## src/rtl/mult_div_issue_ctrl_pkg.sv

```systemverilog
`default_nettype none
// ============================================================================
//  Module   : mult_div_issue_ctrl_pkg
//  Brief    : Shared types and divide special-case helper for the mult/div
//             issue controller.
//  Revision : 1.0 - initial release
// ============================================================================
package mult_div_issue_ctrl_pkg;

    typedef enum logic [2:0] {
        F3_MUL    = 3'd0,
        F3_MULH   = 3'd1,
        F3_MULHSU = 3'd2,
        F3_MULHU  = 3'd3,
        F3_DIV    = 3'd4,
        F3_DIVU   = 3'd5,
        F3_REM    = 3'd6,
        F3_REMU   = 3'd7
    } mult_div_f3_t;

    typedef enum logic [1:0] {
        ST_IDLE = 2'd0,
        ST_BUSY = 2'd1,
        ST_RESP = 2'd2
    } mdctl_state_t;

    localparam logic [31:0] DIV_ZERO_Q = 32'hFFFF_FFFF;
    localparam logic [31:0] INT_MIN    = 32'h8000_0000;
    localparam logic [31:0] NEG_ONE    = 32'hFFFF_FFFF;

    typedef struct packed {
        logic        hit;
        logic [31:0] value;
    } div_special_t;

    // Divide cases whose answer is fixed by the ISA and never reach the core.
    function automatic div_special_t div_special(input logic [2:0]  f3,
                                                 input logic [31:0] a,
                                                 input logic [31:0] b);
        div_special_t r;
        r.hit   = 1'b0;
        r.value = '0;
        if (f3[2]) begin
            if (b == '0) begin
                r.hit   = 1'b1;
                r.value = (f3 == F3_DIV || f3 == F3_DIVU) ? DIV_ZERO_Q : a;
            end else if ((f3 == F3_DIV || f3 == F3_REM) && a == INT_MIN && b == NEG_ONE) begin
                r.hit   = 1'b1;
                r.value = (f3 == F3_DIV) ? INT_MIN : '0;
            end
        end
        return r;
    endfunction

endpackage
`default_nettype wire

```

## src/rtl/mult_div_issue_ctrl.sv

```systemverilog
`default_nettype none
// ============================================================================
//  Module   : mult_div_issue_ctrl
//  Brief    : Issue sequencer for the iterative mult/div unit; launches the
//             core, resolves divide corner cases and holds the CDB result.
//  Revision : 1.0 - initial release
// ============================================================================
module mult_div_issue_ctrl
    import mult_div_issue_ctrl_pkg::*;
#(
    parameter int PHYS_REG_BITS = 6,
    parameter int ROB_IDX_BITS  = 5
) (
    input  logic                     clk,
    input  logic                     rst,
    input  logic                     flush,
    input  logic                     iss_valid,
    output logic                     iss_ready,
    input  logic [2:0]               iss_funct3,
    input  logic [31:0]              iss_rs1_v,
    input  logic [31:0]              iss_rs2_v,
    input  logic [PHYS_REG_BITS-1:0] iss_pd,
    input  logic [ROB_IDX_BITS-1:0]  iss_rob_idx,
    output logic                     core_start,
    output logic                     core_is_div,
    output logic [2:0]               core_funct3,
    output logic [31:0]              core_a,
    output logic [31:0]              core_b,
    output logic                     core_abort,
    input  logic                     core_done,
    input  logic [31:0]              core_result,
    output logic                     cdb_req,
    input  logic                     cdb_gnt,
    output logic [PHYS_REG_BITS-1:0] cdb_pd,
    output logic [ROB_IDX_BITS-1:0]  cdb_rob_idx,
    output logic [31:0]              cdb_rd_v
);

    mdctl_state_t             state_q, state_d;
    logic                     core_start_q, core_start_d;
    logic                     core_abort_q, core_abort_d;
    logic                     core_is_div_q, core_is_div_d;
    logic [2:0]               funct3_q, funct3_d;
    logic [31:0]              a_q, a_d;
    logic [31:0]              b_q, b_d;
    logic [PHYS_REG_BITS-1:0] pd_q, pd_d;
    logic [ROB_IDX_BITS-1:0]  rob_q, rob_d;
    logic [31:0]              result_q, result_d;
    logic                     cdb_req_q, cdb_req_d;

    logic                     w_accept;
    div_special_t             w_special;

    assign iss_ready = (state_q == ST_IDLE) && !flush;
    assign w_accept  = iss_valid && iss_ready;
    assign w_special = div_special(iss_funct3, iss_rs1_v, iss_rs2_v);

    always_comb begin
        state_d       = state_q;
        core_start_d  = 1'b0;
        core_abort_d  = 1'b0;
        core_is_div_d = core_is_div_q;
        funct3_d      = funct3_q;
        a_d           = a_q;
        b_d           = b_q;
        pd_d          = pd_q;
        rob_d         = rob_q;
        result_d      = result_q;

        case (state_q)
            ST_IDLE: begin
                if (w_accept) begin
                    funct3_d      = iss_funct3;
                    a_d           = iss_rs1_v;
                    b_d           = iss_rs2_v;
                    pd_d          = iss_pd;
                    rob_d         = iss_rob_idx;
                    core_is_div_d = iss_funct3[2];
                    if (w_special.hit) begin
                        result_d = w_special.value;
                        state_d  = ST_RESP;
                    end else begin
                        core_start_d = 1'b1;
                        state_d      = ST_BUSY;
                    end
                end
            end
            ST_BUSY: begin
                if (core_done) begin
                    result_d = core_result;
                    state_d  = ST_RESP;
                end
            end
            ST_RESP: begin
                if (cdb_gnt) begin
                    state_d = ST_IDLE;
                end
            end
            default: state_d = ST_IDLE;
        endcase

        // Flush wins over grant and completion; a pending result is dropped.
        if (flush) begin
            state_d      = ST_IDLE;
            result_d     = result_q;
            core_abort_d = (state_q == ST_BUSY);
        end

        cdb_req_d = (state_d == ST_RESP);
    end

    always_ff @(posedge clk) begin
        if (rst) begin
            state_q       <= ST_IDLE;
            core_start_q  <= 1'b0;
            core_abort_q  <= 1'b0;
            core_is_div_q <= 1'b0;
            funct3_q      <= '0;
            a_q           <= '0;
            b_q           <= '0;
            pd_q          <= '0;
            rob_q         <= '0;
            result_q      <= '0;
            cdb_req_q     <= 1'b0;
        end else begin
            state_q       <= state_d;
            core_start_q  <= core_start_d;
            core_abort_q  <= core_abort_d;
            core_is_div_q <= core_is_div_d;
            funct3_q      <= funct3_d;
            a_q           <= a_d;
            b_q           <= b_d;
            pd_q          <= pd_d;
            rob_q         <= rob_d;
            result_q      <= result_d;
            cdb_req_q     <= cdb_req_d;
        end
    end

    assign core_start  = core_start_q;
    assign core_abort  = core_abort_q;
    assign core_is_div = core_is_div_q;
    assign core_funct3 = funct3_q;
    assign core_a      = a_q;
    assign core_b      = b_q;
    assign cdb_req     = cdb_req_q;
    assign cdb_pd      = pd_q;
    assign cdb_rob_idx = rob_q;
    assign cdb_rd_v    = result_q;

endmodule
`default_nettype wire

```

## config.mk

```make
export PLATFORM = sky130hd
export DESIGN_NAME = mult_div_issue_ctrl
export DESIGN_NICKNAME = d
export VERILOG_FILES = /design/src/rtl/mult_div_issue_ctrl_pkg.sv /design/src/rtl/mult_div_issue_ctrl.sv
export SDC_FILE = /design/constraint.sdc
export NUM_CORES = 1
export LEC_CHECK = 0
export ABC_CLOCK_PERIOD_IN_PS = 3200
export CAP_MARGIN = 0
export CORE_MARGIN = 2
export CORE_UTILIZATION = 42
export DETAILED_ROUTE_END_ITERATION = 10
export PLACE_DENSITY = 0.89
export SLEW_MARGIN = 20
export SYNTH_ARGS = -nofsm -noshare
export SYNTH_HDL_FRONTEND = slang
export SYNTH_SLANG_ARGS = --single-unit
```

## constraint.sdc

```tcl
create_clock -name clk -period 3.2 [get_ports clk]
set_clock_uncertainty 0.1 [all_clocks]
set_input_delay 0.64 -clock clk [delete_from_list [all_inputs] [get_ports clk]]
set_output_delay 0.64 -clock clk [all_outputs]
set_load 0.01 [all_outputs]
```

# After elaboration in Yosys (flattened, before gate mapping)
# Index checks and enable logic that the tools add are counted.
# totals
regBits,116
latchBits,0
ram_bits,0
mem_bits_ro,0
in_bits,116
output_inout_bits,115
elab_cells,55
memories,0
# op_classes
addsub,0
multipliers,0
div_mod_pow,0
n_lt_le_gt_ge,0
n_eq_ne,11
n_shift,0
muxes,16
bitwise_logic,3
reduce_logical,14
# ops
cell,n
$mux W32,5
$mux W33,3
$eq A32 B32 Y1 const B,2
$pmux W32 S2,1
$logic_not A32 Y1,1
$mux W2,5
$eq A3 B3 Y1 const B,3
$ne A2 B2 Y1 const B,3
$pmux W2 S3,1
$reduce_and A5 Y1,1
$eq A2 B2 Y1 const B,2
$logic_and A1 B1 Y1,4
$not A1 Y1,3
$reduce_or A3 Y1,1
$eq A2 B1 Y1 const B,1
$logic_not A2 Y1,1
$logic_or A1 B1 Y1,2
$reduce_and A2 Y1,1
$reduce_bool A2 Y1,1
$reduce_or A2 Y1,1
$logic_not A1 Y1,1
$mux W1,1

# Logic depth before layout (Yosys ltp)
# Gate-level depths: netlist (run 1).
# logic_depth
depth_word,12
ltp_mapped,8
mapped_depth_nobuf,6

# Worst setup path before layout (run 1)
# No wires, ideal clock.
# synth_path
path_kind,input to register
startpoint,in iss_rs1_v[0]
endpoint,reg result_q[10] (netlist: cdb_rd_v[10])
setup_time_ns,0.147
arrival_time_ns,2.475
t_required_ns,2.953
slack_ns,0.478
cell_stages,8
path_buffers,2
path_cell_list,or4b_4 > nor4_4 > nand3_2 > o311ai_4 > and2_1 > buf_6 > buf_12 > a311oi_2
# synth_between
elab_chain_len,9
word_cells_on_any_way,11
cone_classes,eq/ne: 2; mux: 6; reduce/logical: 3
# synth_rtl
element,line_no,rtl
start: declaration,mult_div_issue_ctrl.sv:20,"input logic [31:0] iss_rs1_v,"
$eq A32 B32 Y1 *,mult_div_issue_ctrl_pkg.sv:47,end else if ((f3 == F3_DIV || f3 == F3_REM) && a == INT_MIN && b == NEG_ONE) begin
$logic_and A1 B1 Y1 * (2 in series),mult_div_issue_ctrl_pkg.sv:47,
$mux W33 *,mult_div_issue_ctrl_pkg.sv:47,
$mux W33 *,mult_div_issue_ctrl_pkg.sv:44,if (b == '0) begin
$mux W33 *,mult_div_issue_ctrl_pkg.sv:43,if (f3[2]) begin
$mux W32,mult_div_issue_ctrl.sv:79,if (w_special.hit) begin
$mux W32,mult_div_issue_ctrl.sv:72,if (w_accept) begin
$pmux W32 S2,mult_div_issue_ctrl.sv:70,case (state_q)
end signal: assignment,mult_div_issue_ctrl.sv:135,result_q <= result_d;
end: declaration,mult_div_issue_ctrl.sv:48,"logic [31:0] result_q, result_d;"
# Every way passes the cells marked *; elsewhere a longest branch is shown, timed or not. The select of a mux whose other input is x is not followed.
# A chain may end at the register's enable or synchronous reset.

# Worst setup path in the final report (run 1)
# layout_path
startpoint,in iss_rs1_v[1]
endpoint,reg result_q[27] (netlist: cdb_rd_v[27])
# Same word-level chain as after synthesis.

==> results.ini, run 1 <==
[pwr]
internal_power_w=0.00319
pwr-share-clk_pct=50.6
sw_frac_of_total_pct=23.1
switchingPower_w=0.000955
power_w=0.00414
powerDensity_nw_per_um2=490
p_leak_nw=3.00
power_frac_seq_pct=36.5
pwr-share-comb_pct=12.9
vdd.ir_drop.worst_mv=0.289

[sta]
hold_slack_ns=0.352
drv_slew=0
hold_violations=0
rsz0062_at_grt=no
max_clock_freq_ghz=0.339
setup_viol=0
worst_slew_pin_slew_ns=0.681
min_period_ns=2.95
relSlewSlack_pct=54.6
post-route-period-util_pct=92.1
setup_ws_ns=0.252

[clock_network]
cts_buffers=17
root_buffer=clkbuf_16
clk_latency_ns=0.41
cts_sinks=115
clkTransAtPathRegs_ns=0.06
tritoncts=yes
cts_setup_buffers=0
ctsResizeCount=0
clockBufferDepth=2
holdBufCountCts=0
htreeDepth=4

[global_routing]
grt_pass1_vias=5412
grt_pass1_wl_um=27800
antenna_found_initial=1
grt-ovfl-total=0
grt_max_degree=62
grt.total_usage_pct=26.7

[setup_path]
crit_type=in -> reg
cp.arrival_ns=3.16
cp-start-kind=primary input
cp-end-kind=flip-flop
crit_fanout=32
cp.required_ns=3.41

[yosys]
yosysWarnings=0
synthCells=671
synth_xor_area_share_pct=0
yosysSeqAreaShare_pct=44.0
synth_area_per_cell_um2=7.80
synth-simple-area-share_pct=24.0
synth_mux_area_share_pct=0
synth_nets=787
synth-main-ff-cell=dfxtp_1
synth-compound-area-share_pct=24.0
ys_ff_latch=115
synth_cell_types=37
synth_top_family_by_area=compound AO/OA/AOI/OAI gates
synth_edf_count=0
synth-async-reset-ratio_pct=0
synthAdderAreaFrac_pct=0
synth_area_um2=5240

[hold_path]
hp-class=reg -> reg

[detailed_routing]
vias=5662
drtIter0Drc=445
wl_per_cell_um=16.8
routed_via_density=5.24
drt_pass1_iterations=4
drt-total-wl_um=18100
ant_nets=0
drc=0

[floorplanning]
num_rows=40
die_w_um=116
start_util_pct=43.2
ios=231
dieHeight_um=116
coreArea_um2=12100
dieArea_um2=13400

[outcome]
status=finished, final reports clean

[place]
io_buffers=230
gp_congestion=0.958
pre_cts_ws_ns=-0.132
dpl.hpwl_um=13200
placed_area_um2=7790

[final_layout]
drive_above_1_share_pct=12.4
syn_to_final_growth_pct=61.5
n_fill_cell=992
final_net_count=1014
final_area_um2=8450

[job]
max-cap-violations=0

==> flip-flops by register name, indices dropped and copies added, names as in the netlist <==
name,flops
core_abort,1
cdb_req,1
core_is_div,1
core_funct3,2
cdb_rd_v,32
state_q,2
core_b,32
core_start,1
core_a,32
cdb_pd,6
cdb_rob_idx,5
==> metrics by stage <==
stage               TNS [ns]  cells  utilization [%]
finish                     0   1080             69.8
global route               0   1080             69.8
CTS                        0   1079             69.8
detailed placement     -3.39   1047             64.3
global placement      -0.524   1047             64.3
floorplan                  0    671                -
==> kinds of logic (layout without fill, tap and decap cells) <==
logic type             Yosys count  count (layout)
AND/OR/NAND/NOR                285             285
AO/OA/AOI/OAI                  182             182
flip-flops                     115             115
buffers and inverters           89             329
other                            0               1
==> power groups by stage <==
stage	combinational (W)	sequential (W)	clock [W]
after floorplan	0.000163	0.00156	0
after global placement	0.000524	0.00154	0
after detailed placement	0.000530	0.00154	0
after CTS	0.000533	0.00151	0.00212
after global routing	0.000573	0.00151	0.00220
final	0.000534	0.00151	0.00210
==> path summary, 6_finish.rpt <==
kind / endpoint / cells after the start / slack [ns] / startpoint
max: cdb_rd_v[27] / 8 / 0.25 / iss_rs1_v[1]
min reg2reg: core_b[9] / 2 / 0.35 / core_b[9]
min: core_b[9] / 2 / 0.35 / core_b[9]
max reg2reg: core_b[14] / 5 / 1.27 / state_q[0]
==> cell type report <==
cell class / count / area [um^2] / share of cell area, %
Clock buffer: 19 / 453 / 5.36
Sequential cell: 115 / 2300 / 27.2
Clock inverter: 13 / 206 / 2.44
Antenna cell: 1 / 2.50 / 0.0296
Inverter: 31 / 116 / 1.38
Tap cell: 168 / 210 / 2.49
Timing Repair Buffer: 266 / 2630 / 31.1
Multi-Input combinational cell: 467 / 2530 / 29.9
==> layout by cell type, fill, tap and decap left out, types with 2 or more instances in the layout <==
master           count
clkbuf_8             2
buf_4               32
o41ai_1              3
a21oi_1            142
buf_12               5
nor4b_1              2
inv_1               31
nand4_1              9
and4_2               3
a311oi_2            30
nand3_1              4
clkbuf_16           17
clkinvlp_4           5
or4_1                2
or4b_1               2
nand2_1            226
clkinv_2             2
clkdlybuf4s50_1    229
nand2b_1             2
a311oi_1             2
dfxtp_1            115
nor3_1               2
bufinv_16            5
nor2_1               4
nor4_1              17
==> metal layers <==
layer | global-route usage (%) | share of wire, % | vias to the layer above
li1 | - | - | 2758
met1 | 33.0 | 42 | 2611
met2 | 41.9 | 47 | 236
met3 | 8.11 | 6.9 | 57
met4 | 14.5 | 4.2 | 0
met5 | 0 | 0 | -
==> synthesized netlist by cell type (2+ instances only) <==
library cell / count / area share (%)
a21oi_1: 142 / 14
a311oi_1: 2 / 0.33
a311oi_2: 30 / 8.6
and2_1: 2 / 0.24
and4_2: 3 / 0.57
buf_1: 2 / 0.14
buf_12: 3 / 1.1
buf_6: 4 / 0.86
clkbuf_1: 48 / 3.4
dfxtp_1: 115 / 44
inv_1: 31 / 2.2
nand2_1: 226 / 16
nand2b_1: 2 / 0.24
nand3_1: 4 / 0.38
nand4_1: 9 / 1.1
nor2_1: 4 / 0.29
nor3_1: 3 / 0.29
nor4_1: 17 / 2.0
nor4b_1: 2 / 0.33
o41ai_1: 3 / 0.50
or4_1: 2 / 0.29
or4b_1: 2 / 0.38
==> critical path, stage by stage <==
cell and delay, ns:
clkdlybuf4s50_1 0.46, or4b_4 0.55, nor4_4 0.38, nand3_2 0.14, o311ai_4 0.34, buf_12 0.23
a21oi_1 0.10, a311oi_2 0.29
No activity file was read; power rests on OpenSTA's default activity.
==> run 2: changes to the inputs <==
Settings changed: CELL_PAD_IN_SITES_DETAIL_PLACEMENT set to 1, CELL_PAD_IN_SITES_GLOBAL_PLACEMENT set to 2, CORE_UTILIZATION 42 to 23, CTS_CLUSTER_DIAMETER set to 150, PLACE_DENSITY 0.89 to 0.91, RECOVER_POWER set to 25.
==> run 2 against run 1 <==
Maximum frequency rose by 1.6%; first-iteration DRC count shrank 48%; register-to-register slack worse by 0.43 ns; final cell count rose by 11%; sequential power about the same; global-route usage fell by 8.8 points; die area rose by 79%; critical path depth did not move; hold slack got worse by 0.0023 ns; combinational power grew 2%; wire length is 19% higher.
==> results.ini, run 2 (synthesis results as in run 1) <==
[outcome]
status=finished, final reports clean

[final_layout]
syn_to_final_growth_pct=64.9
final_net_count=1022
drive_above_1_share_pct=12.9
final_cell_mix=nand2_1, clkdlybuf4s50_1, a21oi_1
final_common_cell=nand2_1
n_fill_cell=2627

[setup_path]
crit_type=in -> reg
cp.arrival_ns=3.08
cp-start-kind=primary input
cp.required_ns=3.38
cp-end-kind=flip-flop
crit_fanout=13

[pwr]
pwr-share-comb_pct=13.3
internal_power_w=0.00312
pwr-share-clk_pct=49.9
power_frac_seq_pct=36.9
powerDensity_nw_per_um2=474
p_leak_nw=3.22
sw_frac_of_total_pct=23.8
switchingPower_w=0.000975
power_w=0.00409
vdd.ir_drop.worst_mv=0.324

[global_routing]
grt-ovfl-total=0
grt.total_usage_pct=18.0
grt_pass1_vias=5791
grt_max_degree=53
grt_pass1_wl_um=33200
antenna_found_initial=0

[clock_network]
clkTransAtPathRegs_ns=0.05
cts_buffers=17
holdBufCountCts=0
tritoncts=yes
htreeDepth=4
ctsResizeCount=0
clockBufferDepth=2
cts_setup_buffers=0
root_buffer=clkbuf_16
clk_latency_ns=0.41
cts_sinks=115

[place]
gp_congestion=0.884
dpl.hpwl_um=16300
io_buffers=230

[floorplanning]
num_rows=55
start_util_pct=23.3
die_w_um=155
ios=231
coreArea_um2=22500
dieArea_um2=24000
dieHeight_um=155

[detailed_routing]
drt_pass1_iterations=4
ant_nets=0
drc=0
drt-total-wl_um=21600
drtIter0Drc=233
vias=5576
routed_via_density=4.63
wl_per_cell_um=17.9

[sta]
drv_slew=0
hold_violations=0
min_period_ns=2.90
setup_viol=0
worst_slew_pin_slew_ns=1.19
rsz0062_at_grt=no
hold_slack_ns=0.350
relSlewSlack_pct=20.8
post-route-period-util_pct=90.7
max_clock_freq_ghz=0.345

[hold_path]
hp-class=reg -> reg

[job]
max-cap-violations=0

## run 2: stage by stage
step,setup WS (ns),setup TNS [ns],cell area (um^2),instances,utilization (%)
floorplan,0.478,0,5240,671,-
global placement,-0.0675,-1.86,8010,1172,35.6
detailed placement,-0.123,-3.14,8010,1172,35.6
CTS,0.322,0,8640,1203,38.4
global route,0.223,0,8630,1203,38.4
finish,0.297,0,8630,1204,38.4
## run 2: power by group through the flow
stage | sequential [W] | clock (W) | combinational (W)
5_1_grt | 0.00151 | 0.00216 | 0.000587
3_5_place_dp | 0.00154 | 0 | 0.000557
4_1_cts | 0.00151 | 0.00209 | 0.000560
6_report | 0.00151 | 0.00204 | 0.000543
3_3_place_gp | 0.00154 | 0 | 0.000549
2_1_floorplan | 0.00156 | 0 | 0.000163
## run 2: final timing paths
check                    start      endpoint  slack, ns  cells past startpoint
setup / recovery  iss_rs1_v[0]  cdb_rd_v[15]       0.30                      8
setup reg to reg    state_q[1]  cdb_rd_v[15]       0.84                      4
hold / removal      core_a[30]    core_a[30]       0.35                      2
hold reg to reg     core_a[30]    core_a[30]       0.35                      2
## run 2: area by class of cell
class	instances	area (um^2)	share of cell area, %
multi-input cells	467	2530	29.3
clock inverters	10	155	1.80
well taps	285	357	4.13
clock buffers	21	470	5.45
inverters	31	116	1.35
repair buffers	274	2700	31.3
diodes	1	2.50	0.0290
flip-flops and latches	115	2300	26.7
## run 2: critical path, stage by stage
cell and delay (ns):
clkdlybuf4s50_1 0.42, or4b_4 0.56, nor4_4 0.40, nand3_2 0.14, o311ai_4 0.34, and2_2 0.31, buf_12 0.17, a311oi_2 0.10
## run 2: layer usage
layer	up-vias	share of wire [%]	GRT usage [%]
li1	2767	-	-
met1	2674	44	22.1
met2	118	50	30.6
met3	17	4.8	4.74
met4	0	1.6	5.78
met5	-	0	0
==> run 3: changes to the inputs <==
Settings changed: CORE_MARGIN 2 to 1, REMOVE_ABC_BUFFERS set to 1.
==> run 3 against run 2 <==
Global-route usage grew 1.3 points; first-iteration DRC count is 18% lower; critical path depth is the same; final cell count down 0.50%; largest cell class unchanged; largest power group unchanged.
==> results.ini, run 3 (synthesis results as in run 1) <==
[clock_network]
clk_latency_ns=0.42
clkTransAtPathRegs_ns=0.06
ctsResizeCount=0
holdBufCountCts=0
cts_sinks=115
tritoncts=yes
cts_buffers=17
htreeDepth=4
cts_setup_buffers=0
clockBufferDepth=2
root_buffer=clkbuf_16

[global_routing]
grt.total_usage_pct=19.2
grt_max_degree=55
grt.busiest_layer=met2
antenna_found_initial=1
grt-ovfl-total=0
grt_use_met1_pct=23.5
use_met2_pct=32.0
grt_pass1_vias=6162
grt_use_met3_pct=6.75
grt_pass1_wl_um=34700

[setup_path]
crit_slowest_cell=or4b_4
r2r_cells=4
cp.required_ns=3.43
crit_type=in -> reg
cp.arrival_ns=3.15
crit_fanout=18
cp-start-kind=primary input
max_stage_delay_ns=0.56
cp-end-kind=flip-flop
path_cells=clkdlybuf4s50_1 > or4b_4 > nor4_4 > nand3_2 > o311ai_4 > buf_4 > a21oi_1 > a311oi_2

[detailed_routing]
drc=0
drt-total-wl_um=22100
ant_nets=0
drt_pass1_iterations=4
routed_via_density=4.79
wl_per_cell_um=18.4
vias=5735
drtIter0Drc=190

[sta]
hold_violations=0
hold_slack_ns=0.352
relSlewSlack_pct=51.9
post-route-period-util_pct=91.4
min_period_ns=2.93
max_clock_freq_ghz=0.342
rsz0062_at_grt=no
worst_slew_pin_slew_ns=0.721
setup_viol=0
drv_slew=0
finalSetupTns_ns=0

[pwr]
vdd.ir_drop.worst_mv=0.330
p_leak_nw=3.21
powerDensity_nw_per_um2=469

[place]
dpl.hpwl_um=15900
gp_congestion=0.752
io_buffers=230

[floorplanning]
ios=231
dieHeight_um=153
coreArea_um2=22100
die_w_um=153
num_rows=54
dieArea_um2=23400
start_util_pct=23.7

[final_layout]
drive_above_1_share_pct=13.1
syn_to_final_growth_pct=64.2
final_cell_mix=nand2_1, clkdlybuf4s50_1, a21oi_1
final_net_count=1021
post-route-util_pct=38.9
antenna_cells=0
final_common_cell=nand2_1

[job]
max-cap-violations=0

[outcome]
status=finished, final reports clean

[hold_path]
hold_depth=2
hp-class=reg -> reg

## run 3: cell types whose count changed in the layout (fill, tap and decap cells not counted), sizes merged
cell,delta
bufinv,-2
clkbuf,+2
clkdlybuf4s50,-1
clkinv,-1
clkinvlp,+1
diode,-1
dlygate4sd3,+1
## run 3: cell type report
cell class / instances / area, um^2
Clock inverter: 8 / 97.6
Tap cell: 280 / 350
Inverter: 31 / 116
Clock buffer: 24 / 512
Multi-Input combinational cell: 467 / 2550
Fill cell: 2596 / 13500
Sequential cell: 115 / 2300
Timing Repair Buffer: 273 / 2670
## run 3: path summary, 6_finish.rpt
kind / start / endpoint / slack [ns]
min: core_a[4] / core_a[4] / 0.35
min reg2reg: core_a[4] / core_a[4] / 0.35
max: iss_rs1_v[0] / cdb_rd_v[29] / 0.27
max reg2reg: state_q[0] / state_q[0] / 1.15
## run 3: critical path, delay by kind of cell
kind | cells | cell delay [ns]
AO/OA/AOI/OAI | 3 | 0.71
buffers and inverters | 2 | 0.74
AND/OR/NAND/NOR | 3 | 1.05
## run 3: report_power, final
group	total [W]	internal, W	switching (W)
clock network	0.00197	0.00127	0.000706
logic	0.000547	0.000278	0.000269
registers	0.00151	0.00148	0.0000250
## run 3: metrics by stage
stage	total power (W)	setup slack (ns)	area, um^2	std cells
after floorplan	0.00169	-2.47	4930	613
after global placement	0.00209	-0.0688	7990	1166
after detailed placement	0.00210	-0.171	7990	1166
after CTS	0.00410	0.264	8600	1198
after global routing	0.00419	0.120	8600	1198
final	0.00403	0.274	8600	1198
## run 3: routing by layer
| metal | vias up | part of all wire (%) |
|---|---|---|
| met5 | - | 0.068 |
| met2 | 194 | 47 |
| met3 | 18 | 7.8 |
| met4 | 2 | 0.97 |
| met1 | 2758 | 44 |
| li1 | 2763 | - |
